===== config.mk =====
export PLATFORM = sky130hd
export DESIGN_NAME = apb4_master_flat
export DESIGN_NICKNAME = d
export VERILOG_FILES = /design/src/rtl/apb4_master_pkg.sv /design/src/rtl/apb4_if.sv /design/src/rtl/apb4_master_tmo.sv /design/src/rtl/dffer.sv /design/src/rtl/dffr.sv /design/src/rtl/apb4_master.sv /design/src/flat_wrapper.sv
export SDC_FILE = /design/constraint.sdc
export NUM_CORES = 1
export LEC_CHECK = 0
export CAP_MARGIN = 10
export CORE_MARGIN = 2
export CORE_UTILIZATION = 38
export DETAILED_ROUTE_END_ITERATION = 10
export PLACE_DENSITY = 0.76
export SYNTH_ARGS = -nofsm -noshare
export SYNTH_HDL_FRONTEND = slang
export SYNTH_SLANG_ARGS = --single-unit
export TNS_END_PERCENT = 20

===== constraint.sdc =====
create_clock -name pclk -period 1.85 [get_ports pclk]
set_clock_uncertainty 0.2 [all_clocks]
set_input_delay 0.37 -clock pclk [delete_from_list [all_inputs] [get_ports pclk]]
set_output_delay 0.37 -clock pclk [all_outputs]
set_load 0.005 [all_outputs]

===== src/rtl/apb4_master_pkg.sv =====
// Shared APB4 master definitions: FSM encoding, APB field widths and default timeout.
// Pure declarations; no timing or flow control of its own.
package apb4_master_pkg;

  localparam int APB4_TIMEOUT_DEFAULT = 255;
  localparam int APB4_STATE_W         = 2;
  localparam int APB4_PROT_W          = 3;

  typedef enum logic [APB4_STATE_W-1:0] {
    ST_IDLE   = 2'd0,
    ST_SETUP  = 2'd1,
    ST_ACCESS = 2'd2,
    ST_RESP   = 2'd3
  } apb4_state_e;

  // psel is asserted for the whole SETUP + ACCESS window.
  function automatic logic is_bus_active(apb4_state_e s);
    return (s == ST_SETUP) || (s == ST_ACCESS);
  endfunction

endpackage


===== src/rtl/apb4_if.sv =====
// APB4 bus bundle between one master and one slave.
// No storage; the slave stalls the master by holding pready low.
interface apb4_if #(
  parameter int ADDR_WIDTH = 32,
  parameter int DATA_WIDTH = 32
);

  logic [ADDR_WIDTH-1:0]                paddr;
  logic [apb4_master_pkg::APB4_PROT_W-1:0] pprot;
  logic                                 psel;
  logic                                 penable;
  logic                                 pwrite;
  logic [DATA_WIDTH-1:0]                pwdata;
  logic [DATA_WIDTH/8-1:0]              pstrb;
  logic [DATA_WIDTH-1:0]                prdata;
  logic                                 pready;
  logic                                 pslverr;

  modport master (
    output paddr, pprot, psel, penable, pwrite, pwdata, pstrb,
    input  prdata, pready, pslverr
  );

  modport slave (
    input  paddr, pprot, psel, penable, pwrite, pwdata, pstrb,
    output prdata, pready, pslverr
  );

endinterface


===== src/rtl/apb4_master_tmo.sv =====
// ACCESS-phase watchdog: counts stalled ACCESS cycles, saturating, and flags expiry.
// expired is combinational in the cycle whose stall would make the count reach TIMEOUT.
module apb4_master_tmo
  import apb4_master_pkg::*;
#(
  parameter int TIMEOUT = APB4_TIMEOUT_DEFAULT
) (
  input  logic clk,
  input  logic rst_n,
  input  logic clr,
  input  logic en,
  output logic expired
);

  localparam int CW    = (TIMEOUT == 0) ? 1 : $clog2(TIMEOUT + 1);
  localparam int SAT_I = (TIMEOUT == 0) ? 1 : TIMEOUT;
  localparam int LIM_I = (TIMEOUT == 0) ? 0 : TIMEOUT - 1;

  localparam logic [CW-1:0] CNT_SAT = CW'(SAT_I);
  localparam logic [CW-1:0] CNT_LIM = CW'(LIM_I);

  logic [CW-1:0] cnt_d;
  logic [CW-1:0] cnt_q;

  always_comb begin
    cnt_d = cnt_q;
    if (clr) begin
      cnt_d = '0;
    end else if (en && (cnt_q != CNT_SAT)) begin
      cnt_d = cnt_q + 1'b1;
    end
  end

  dffr #(.W(CW)) u_cnt (
    .clk   (clk),
    .rst_n (rst_n),
    .d     (cnt_d),
    .q     (cnt_q)
  );

  // Firing one count early makes TIMEOUT equal the number of ACCESS cycles before abort.
  assign expired = (TIMEOUT != 0) && en && (cnt_q >= CNT_LIM);

endmodule


===== src/rtl/dffer.sv =====
// Register library: D flop with load enable and asynchronous active-low clear to zero.
// One cycle latency; holds its value while en is low.
module dffer #(
  parameter int W = 1
) (
  input  logic         clk,
  input  logic         rst_n,
  input  logic         en,
  input  logic [W-1:0] d,
  output logic [W-1:0] q
);

  always_ff @(posedge clk or negedge rst_n) begin
    if (!rst_n) begin
      q <= '0;
    end else if (en) begin
      q <= d;
    end
  end

endmodule


===== src/rtl/dffr.sv =====
// Register library: D flop with asynchronous active-low clear to zero.
// One cycle latency, no enable.
module dffr #(
  parameter int W = 1
) (
  input  logic         clk,
  input  logic         rst_n,
  input  logic [W-1:0] d,
  output logic [W-1:0] q
);

  always_ff @(posedge clk or negedge rst_n) begin
    if (!rst_n) begin
      q <= '0;
    end else begin
      q <= d;
    end
  end

endmodule


===== src/rtl/apb4_master.sv =====
// Single-outstanding APB4 master: request -> SETUP -> ACCESS (wait/timeout) -> held response.
// Four cycles minimum per transfer; a new request is taken only after the response is consumed.
module apb4_master
  import apb4_master_pkg::*;
#(
  parameter int ADDR_WIDTH = 32,
  parameter int DATA_WIDTH = 32,
  parameter int TIMEOUT    = APB4_TIMEOUT_DEFAULT
) (
  input  logic                      pclk,
  input  logic                      presetn,

  input  logic                      req_valid_i,
  output logic                      req_ready_o,
  input  logic [ADDR_WIDTH-1:0]     req_addr_i,
  input  logic                      req_write_i,
  input  logic [DATA_WIDTH-1:0]     req_wdata_i,
  input  logic [DATA_WIDTH/8-1:0]   req_strb_i,
  input  logic [APB4_PROT_W-1:0]    req_prot_i,

  output logic                      rsp_valid_o,
  input  logic                      rsp_ready_i,
  output logic [DATA_WIDTH-1:0]     rsp_rdata_o,
  output logic                      rsp_err_o,
  output logic                      rsp_timeout_o,

  apb4_if.master                    apb4
);

  localparam int STRB_W = DATA_WIDTH / 8;

  logic [APB4_STATE_W-1:0] state_raw_q;
  apb4_state_e             state_q;
  apb4_state_e             state_d;

  logic                    live_q;
  logic                    accept;
  logic                    done;
  logic                    abort;
  logic                    tmo_expired;

  logic [ADDR_WIDTH-1:0]   addr_q;
  logic                    write_q;
  logic [DATA_WIDTH-1:0]   wdata_q;
  logic [STRB_W-1:0]       strb_d;
  logic [STRB_W-1:0]       strb_q;
  logic [APB4_PROT_W-1:0]  prot_q;

  logic                    rsp_en;
  logic [DATA_WIDTH-1:0]   rdata_d;
  logic [DATA_WIDTH-1:0]   rdata_q;
  logic                    err_d;
  logic                    err_q;
  logic                    tmo_d;
  logic                    tmo_q;

  dffr #(.W(APB4_STATE_W)) u_state (
    .clk   (pclk),
    .rst_n (presetn),
    .d     (state_d),
    .q     (state_raw_q)
  );

  assign state_q = apb4_state_e'(state_raw_q);

  // Keeps req_ready_o low until the first clock edge after reset release.
  dffr #(.W(1)) u_live (
    .clk   (pclk),
    .rst_n (presetn),
    .d     (1'b1),
    .q     (live_q)
  );

  always_comb begin
    state_d = state_q;
    accept  = 1'b0;
    done    = 1'b0;
    abort   = 1'b0;
    case (state_q)
      ST_IDLE: begin
        if (live_q && req_valid_i) begin
          accept  = 1'b1;
          state_d = ST_SETUP;
        end
      end
      ST_SETUP: begin
        state_d = ST_ACCESS;
      end
      ST_ACCESS: begin
        if (apb4.pready) begin
          done    = 1'b1;
          state_d = ST_RESP;
        end else if (tmo_expired) begin
          abort   = 1'b1;
          state_d = ST_RESP;
        end
      end
      ST_RESP: begin
        if (rsp_ready_i) begin
          state_d = ST_IDLE;
        end
      end
      default: begin
        state_d = ST_IDLE;
      end
    endcase
  end

  // Request payload is captured once at accept, so the APB fields cannot move mid-transfer.
  assign strb_d = req_write_i ? req_strb_i : '0;

  dffer #(.W(ADDR_WIDTH)) u_addr (
    .clk (pclk), .rst_n (presetn), .en (accept), .d (req_addr_i), .q (addr_q)
  );

  dffer #(.W(1)) u_write (
    .clk (pclk), .rst_n (presetn), .en (accept), .d (req_write_i), .q (write_q)
  );

  dffer #(.W(DATA_WIDTH)) u_wdata (
    .clk (pclk), .rst_n (presetn), .en (accept), .d (req_wdata_i), .q (wdata_q)
  );

  dffer #(.W(STRB_W)) u_strb (
    .clk (pclk), .rst_n (presetn), .en (accept), .d (strb_d), .q (strb_q)
  );

  dffer #(.W(APB4_PROT_W)) u_prot (
    .clk (pclk), .rst_n (presetn), .en (accept), .d (req_prot_i), .q (prot_q)
  );

  apb4_master_tmo #(.TIMEOUT(TIMEOUT)) u_tmo (
    .clk     (pclk),
    .rst_n   (presetn),
    .clr     (state_q == ST_SETUP),
    .en      ((state_q == ST_ACCESS) && !apb4.pready),
    .expired (tmo_expired)
  );

  assign rsp_en  = done || abort;
  assign rdata_d = (done && !write_q) ? apb4.prdata : '0;
  assign err_d   = done ? apb4.pslverr : 1'b1;
  assign tmo_d   = abort;

  dffer #(.W(DATA_WIDTH)) u_rdata (
    .clk (pclk), .rst_n (presetn), .en (rsp_en), .d (rdata_d), .q (rdata_q)
  );

  dffer #(.W(1)) u_err (
    .clk (pclk), .rst_n (presetn), .en (rsp_en), .d (err_d), .q (err_q)
  );

  dffer #(.W(1)) u_tmo_flag (
    .clk (pclk), .rst_n (presetn), .en (rsp_en), .d (tmo_d), .q (tmo_q)
  );

  assign req_ready_o   = live_q && (state_q == ST_IDLE);
  assign rsp_valid_o   = (state_q == ST_RESP);
  assign rsp_rdata_o   = rdata_q;
  assign rsp_err_o     = err_q;
  assign rsp_timeout_o = tmo_q;

  assign apb4.psel    = is_bus_active(state_q);
  assign apb4.penable = (state_q == ST_ACCESS);
  assign apb4.paddr   = addr_q;
  assign apb4.pwrite  = write_q;
  assign apb4.pwdata  = wdata_q;
  assign apb4.pstrb   = strb_q;
  assign apb4.pprot   = prot_q;

endmodule


===== src/flat_wrapper.sv =====
// flat-port wrapper written by rule: the top's interface ports become plain ports
module apb4_master_flat import apb4_master_pkg::*;
#(
  parameter int ADDR_WIDTH = 32,
  parameter int DATA_WIDTH = 32,
  parameter int TIMEOUT    = APB4_TIMEOUT_DEFAULT
)
  (pclk, presetn, req_valid_i, req_ready_o, req_addr_i, req_write_i, req_wdata_i, req_strb_i, req_prot_i, rsp_valid_o, rsp_ready_i, rsp_rdata_o, rsp_err_o, rsp_timeout_o, apb4_paddr, apb4_pprot, apb4_psel, apb4_penable, apb4_pwrite, apb4_pwdata, apb4_pstrb, apb4_prdata, apb4_pready, apb4_pslverr);
  apb4_if #(.ADDR_WIDTH(ADDR_WIDTH), .DATA_WIDTH(DATA_WIDTH)) apb4_i ();
  input  logic pclk;
  input  logic presetn;
  input  logic req_valid_i;
  output logic req_ready_o;
  input  logic [ADDR_WIDTH-1:0] req_addr_i;
  input  logic req_write_i;
  input  logic [DATA_WIDTH-1:0] req_wdata_i;
  input  logic [DATA_WIDTH/8-1:0] req_strb_i;
  input  logic [APB4_PROT_W-1:0] req_prot_i;
  output logic rsp_valid_o;
  input  logic rsp_ready_i;
  output logic [DATA_WIDTH-1:0] rsp_rdata_o;
  output logic rsp_err_o;
  output logic rsp_timeout_o;
  output wire logic [$bits(apb4_i.paddr)-1:0] apb4_paddr;
  output wire logic [$bits(apb4_i.pprot)-1:0] apb4_pprot;
  output wire logic [$bits(apb4_i.psel)-1:0] apb4_psel;
  output wire logic [$bits(apb4_i.penable)-1:0] apb4_penable;
  output wire logic [$bits(apb4_i.pwrite)-1:0] apb4_pwrite;
  output wire logic [$bits(apb4_i.pwdata)-1:0] apb4_pwdata;
  output wire logic [$bits(apb4_i.pstrb)-1:0] apb4_pstrb;
  input wire logic [$bits(apb4_i.prdata)-1:0] apb4_prdata;
  input wire logic [$bits(apb4_i.pready)-1:0] apb4_pready;
  input wire logic [$bits(apb4_i.pslverr)-1:0] apb4_pslverr;
  assign apb4_paddr = apb4_i.paddr;
  assign apb4_pprot = apb4_i.pprot;
  assign apb4_psel = apb4_i.psel;
  assign apb4_penable = apb4_i.penable;
  assign apb4_pwrite = apb4_i.pwrite;
  assign apb4_pwdata = apb4_i.pwdata;
  assign apb4_pstrb = apb4_i.pstrb;
  assign apb4_i.prdata = apb4_prdata;
  assign apb4_i.pready = apb4_pready;
  assign apb4_i.pslverr = apb4_pslverr;
  apb4_master #(.ADDR_WIDTH(ADDR_WIDTH), .DATA_WIDTH(DATA_WIDTH), .TIMEOUT(TIMEOUT)) u_core (.pclk(pclk), .presetn(presetn), .req_valid_i(req_valid_i), .req_ready_o(req_ready_o), .req_addr_i(req_addr_i), .req_write_i(req_write_i), .req_wdata_i(req_wdata_i), .req_strb_i(req_strb_i), .req_prot_i(req_prot_i), .rsp_valid_o(rsp_valid_o), .rsp_ready_i(rsp_ready_i), .rsp_rdata_o(rsp_rdata_o), .rsp_err_o(rsp_err_o), .rsp_timeout_o(rsp_timeout_o), .apb4(apb4_i));
endmodule

# Yosys cells after proc, flatten, opt, wreduce, memory -nomap -nowiden
# Index checks and enable logic that the tools add are counted.
[totals]
ff_bits = 117
input_bits = 110
out_inout_bits = 110
[op_classes]
n_addsub = 1
order_cmp = 1
eq_ne = 7
n_mux = 17
reduce_logical = 13
[op_table]
columns = ["op", "n"]
rows = [
  ["$mux 32", 1],
  ["$mux 8", 2],
  ["$add 8x1->8 const B", 1],
  ["$ge 8x8->1 const B", 1],
  ["$mux 1", 8],
  ["$mux 2", 4],
  ["$ne 8x8->1 const B", 1],
  ["$pmux 2 s4", 1],
  ["$logic_and 1x1->1", 6],
  ["$eq 2x2->1 const B", 2],
  ["$mux 4", 1],
  ["$ne 2x1->1 const B", 2],
  ["$ne 3x1->1 const B", 1],
  ["$reduce_and 3->1", 1],
  ["$eq 2x1->1 const B", 1],
  ["$logic_not 1->1", 2],
  ["$logic_not 2->1", 1],
  ["$logic_or 1x1->1", 2],
  ["$reduce_bool 2->1", 1],
]

# Logic depth before layout (Yosys ltp)
[depth]
depth_word = 7
ltp_mapped = 7
mapped_depth_nobuf = 5

# Modules after synthesis
# Synthesis repeated with hierarchy kept, for this count alone.
[unflattened]
hier_cells = 344
hier_area_um2 = 5417.7
[by_module_without_submodules]
columns = ["mod", "instances", "cells_each", "area_per_inst_um2", "seq_area_each_um2"]
rows = [
  ["dffer at u_core.u_addr ...", 3, 68, 1345.0, 800.8],
  ["apb4_master", 1, 66, 454.2, 0.0],
  ["apb4_master_tmo", 1, 43, 279.0, 0.0],
  ["dffr at u_core.u_tmo.u_cnt", 1, 8, 200.2, 200.2],
  ["dffer at u_core.u_strb", 1, 8, 145.1, 100.1],
  ["dffer at u_core.u_err ...", 3, 2, 40.0, 25.0],
  ["dffer at u_core.u_prot", 1, 6, 108.9, 75.1],
  ["dffr at u_core.u_state", 1, 2, 50.0, 50.0],
  ["dffr at u_core.u_live", 1, 1, 25.0, 25.0],
]

# Least setup slack after synthesis
# Ideal clock, no wire load.
[synth_timing]
path_kind = "reg2reg"
startpoint = "reg u_core.u_state.q[0]"
endpoint = "reg u_core.u_addr.q[0]"
setup_ns = 0.128
arrival_time_ns = 1.518
required_ns = 1.522
path_slack_ns = 0.004
stages_incl_launch_ff = 7
path_buffers = 2
synth_period_minus_slack_ns = 1.846
path_cell_list = "dfrtp_1 > inv_1 > ha_1 > nand3_1 > buf_2 > buf_2 > mux2_1"
[synth_via]
elab_chain_len = 2
[synth_lines]
columns = ["element", "line", "source"]
rows = [
  ["start: declaration", "dffr.sv:9", "output logic [W-1:0] q"],
  ["start signal: assignment", "dffr.sv:14", "q <= '0;"],
  ["start signal: assignment", "dffr.sv:16", "q <= d;"],
  ["$logic_not 2->1", "apb4_master.sv:79", "case (state_q)"],
  ["$mux 1", "apb4_master.sv:79", ""],
  ["end signal: assignment", "dffer.sv:15", "q <= '0;"],
  ["end signal: assignment", "dffer.sv:17", "q <= d;"],
  ["end: declaration", "dffer.sv:10", "output logic [W-1:0] q"],
]
# No other way between the ends.
# A chain may end at the register's enable or synchronous reset.

# Worst setup path after layout
[layout_timing]
startpoint = "reg u_core.u_state.q[0]"
endpoint = "out req_ready_o"
[layout_via]
elab_chain_len = 2
[layout_lines]
columns = ["element", "line", "source"]
rows = [
  ["$logic_not 2->1", "apb4_master.sv:157", "assign req_ready_o = live_q && (state_q == ST_IDLE);"],
  ["$logic_and 1x1->1", "apb4_master.sv:157", ""],
  ["end: declaration", "flat_wrapper.sv:13", "output logic req_ready_o;"],
]
# No other way between the ends.

==> results_dict.tcl <==
set metrics [dict create \
    grt_use_total_pct 20.2 \
    p_per_area_nw_per_um2 1530 \
    status "finished with violations" \
    worstSetupPathType "reg -> out" \
    ant_nets 0 \
    root_buffer "clkbuf_16" \
    dp_cells 809 \
    vias_per_cell 5.04 \
    rsz0062_at_grt "yes" \
    synth_edf_count 0 \
    final_util_pct 65.7 \
    ys_top_cells_by_area "dfrtp_1, mux2_2, mux2_1" \
    yosysTopAreaCellShare_pct 57.5 \
    routed_wl_um 14900 \
    grt_max_degree 70 \
    die_w_um 120 \
    drt_iter0_drc 199 \
    drc_errors 0 \
    drive_gt1_share_pct 23.1 \
    final_cell_area_um2 8670 \
    start_util_pct 38.6 \
    synth_flop_cell "dfrtp_1" \
    hold_ws_ns 0.278 \
    ys_ff_latch 117 \
    cts_buffers 17 \
    synthArstFlopShare_pct 100 \
    multi_input_area_um2 2220 \
    yosysWarnings 0 \
    fmax_ghz 0.521 \
    ys_seq_area_share_pct 57.5 \
    cts_sinks 117 \
    final_cells 857 \
    peakVddDrop_v 0.000818 \
    die_h_um 120 \
    syn_nets 537 \
    period_share_pct 104 \
    power_leakage_nw 3.99 \
    hold_class "reg -> reg" \
    cp_data_required_time_ns 1.28 \
    drv_slew 0 \
    layout_setup_ws_ns -0.0680 \
    cp.arrival_ns 1.35 \
    place_area_um2 7630 \
    dpl.hpwl_um 9980 \
    drt_first_pass_iters 4 \
    coreArea_um2 13200 \
    dr_total_vias 4318 \
    die_area_um2 14300 \
    grt-ovfl-total 0 \
    cts.reportedPaths.clkPinSlew_ns 0.05 \
    seq_area_um2 2930 \
    antenna_found_initial 0 \
    fill_cells 987 \
    clock_latency_ns 0.41 \
    startpoint_type "flip-flop" \
    routabilityCongestion 0.846 \
    postSynthAreaPerCell_um2 12.1 \
    cts_tree "yes" \
    path_max_fanout 2 \
    synth.top_cells.by_count "dfrtp_1, nand2_1, a21oi_1" \
    design.portCount 220 \
    synth.most_common_cell "dfrtp_1" \
    diodes 0 \
    clockBufferDepth 2 \
    cp-end-kind "output port" \
    h-tree-depth 4 \
    max_cap_viol_count 0 \
    syn_area_um2 5090 \
    synth_cell_types 36 \
    whs_path_depth 2 \
    setup_viol_count_final 68 \
    yosysTopAreaCell "dfrtp_1" \
    syn_inst 421 \
    grt_pass1_wl_um 22600 \
    grt_pass1_vias 4535 \
    violations "negative setup slack" \
    nets 784 \
    rows 42 \
    io_buffers 219 \
    finalHoldViolations 0 \
    area_growth_pct 70.1 \
    fin_crit_ns 1.92 \
    rr_worst_depth 8 \
    wl_per_cell_um 17.4 \
]
layout make-up:
| type | count | area share (%) |
|---|---|---|
| clock inverter | 9 | 1.70 |
| timing repair buffer | 258 | 30.6 |
| inverter | 4 | 0.173 |
| sequential | 117 | 33.8 |
| multi-input combinational | 270 | 25.6 |
| clock buffer | 23 | 5.63 |
| tap | 176 | 2.54 |
worst max-delay path, stage by stage (launching register included):
cell and delay (ns):
dfrtp_1 0.38, inv_2 0.07, buf_6 0.12, ha_4 0.14
and2_4 0.13, buf_6 0.11
power breakdown:
part / internal [mW] / switching [mW] / total (mW)
Clock: 2.39 / 1.11 / 3.50
Sequential: 3.72 / 0.670 / 4.39
Combinational: 3.19 / 2.18 / 5.37
sequential cells by signal, summed over array words and instances, names as in the netlist:
signal and count:
u_core.u_addr.q 32, u_core.u_live.q 1, u_core.u_wdata.q 32, u_core.u_state.q 2, u_core.u_strb.q 4, u_core.u_write.q 1
u_core.u_prot.q 3, u_core.u_tmo_flag.q 1, u_core.u_tmo.u_cnt.q 8, u_core.u_rdata.q 32, u_core.u_err.q 1
metrics by stage:
stage | setup TNS, ns | total power [mW] | setup WS [ns]
floorplan | 0 | 6.41 | 0.00411
CTS | -0.568 | 13.0 | -0.0402
global placement | -4.44 | 9.50 | -0.0717
finish | -1.32 | 13.3 | -0.0680
global route | -5.91 | 14.1 | -0.111
detailed placement | -6.49 | 9.73 | -0.124
cell usage in the layout, fill, tap and decap left out, types with 3 or more instances in the layout:
master / n
clkbuf_16: 20
nor2b_1: 35
o211ai_1: 35
a21oi_2: 30
buf_12: 7
bufinv_16: 4
nor2_1: 5
ha_4: 3
ha_1: 3
nand2_1: 41
nand3_1: 3
mux2_4: 3
mux2_2: 35
dfrtp_1: 117
o21ai_0: 4
clkinv_2: 4
dlygate4sd2_1: 74
buf_4: 20
a21oi_1: 8
a211oi_1: 3
mux2_1: 32
clkdlybuf4s50_1: 108
buf_6: 10
dlymetal6s2s_1: 32
clkbuf_8: 4
routing by layer:
metal	track usage [%]	vias up	part of all wire, %
met1	22.7	2124	38
li1	-	1988	-
met4	8.31	0	2.1
met5	0	-	0
met3	7.37	27	7.5
met2	34.7	179	52
worst paths after layout:
check / from / endpoint / slack, ns
min reg2reg: u_core.u_strb.q[1]$_DFFE_PN0P_ / u_core.u_strb.q[1]$_DFFE_PN0P_ / 0.28
max: u_core.u_state.q[0]$_DFFE_PN0P_ / req_ready_o / -0.07
max in group asynchronous: presetn / u_core.u_addr.q[3]$_DFFE_PN0P_ / 0.80
max reg2reg: u_core.u_state.q[1]$_DFFE_PN0P_ / u_core.u_rdata.q[30]$_DFFE_PN0P_ / -0.06
min: u_core.u_strb.q[1]$_DFFE_PN0P_ / u_core.u_strb.q[1]$_DFFE_PN0P_ / 0.28
min in group asynchronous: presetn / u_core.u_rdata.q[3]$_DFFE_PN0P_ / 0.29
cells by family after synthesis:
kind of cell | Yosys count | synth area share (%)
AO/OA/AOI/OAI | 95 | 12.4
adder cells (fa/ha/maj) | 6 | 1.47
buffers and inverters | 34 | 3.19
flip-flops | 117 | 57.5
multiplexers | 70 | 15.5
other | 1 | 0.0736
AND/OR/NAND/NOR | 98 | 9.92
what timing repair did:
| action | 4_1_cts | 5_1_grt |
|---|---|---|
| hold buffers | 1 | 0 |
| hold endpoints to repair | 117 | 0 |
| pin swaps | 5 | 29 |
| gates resized for setup | 111 | 74 |
| gates cloned | 0 | 4 |
| buffers inserted | 8 | 4 |
| endpoints found under the setup margin | 92 | 87 |
No activity file was read; power rests on OpenSTA's default activity.
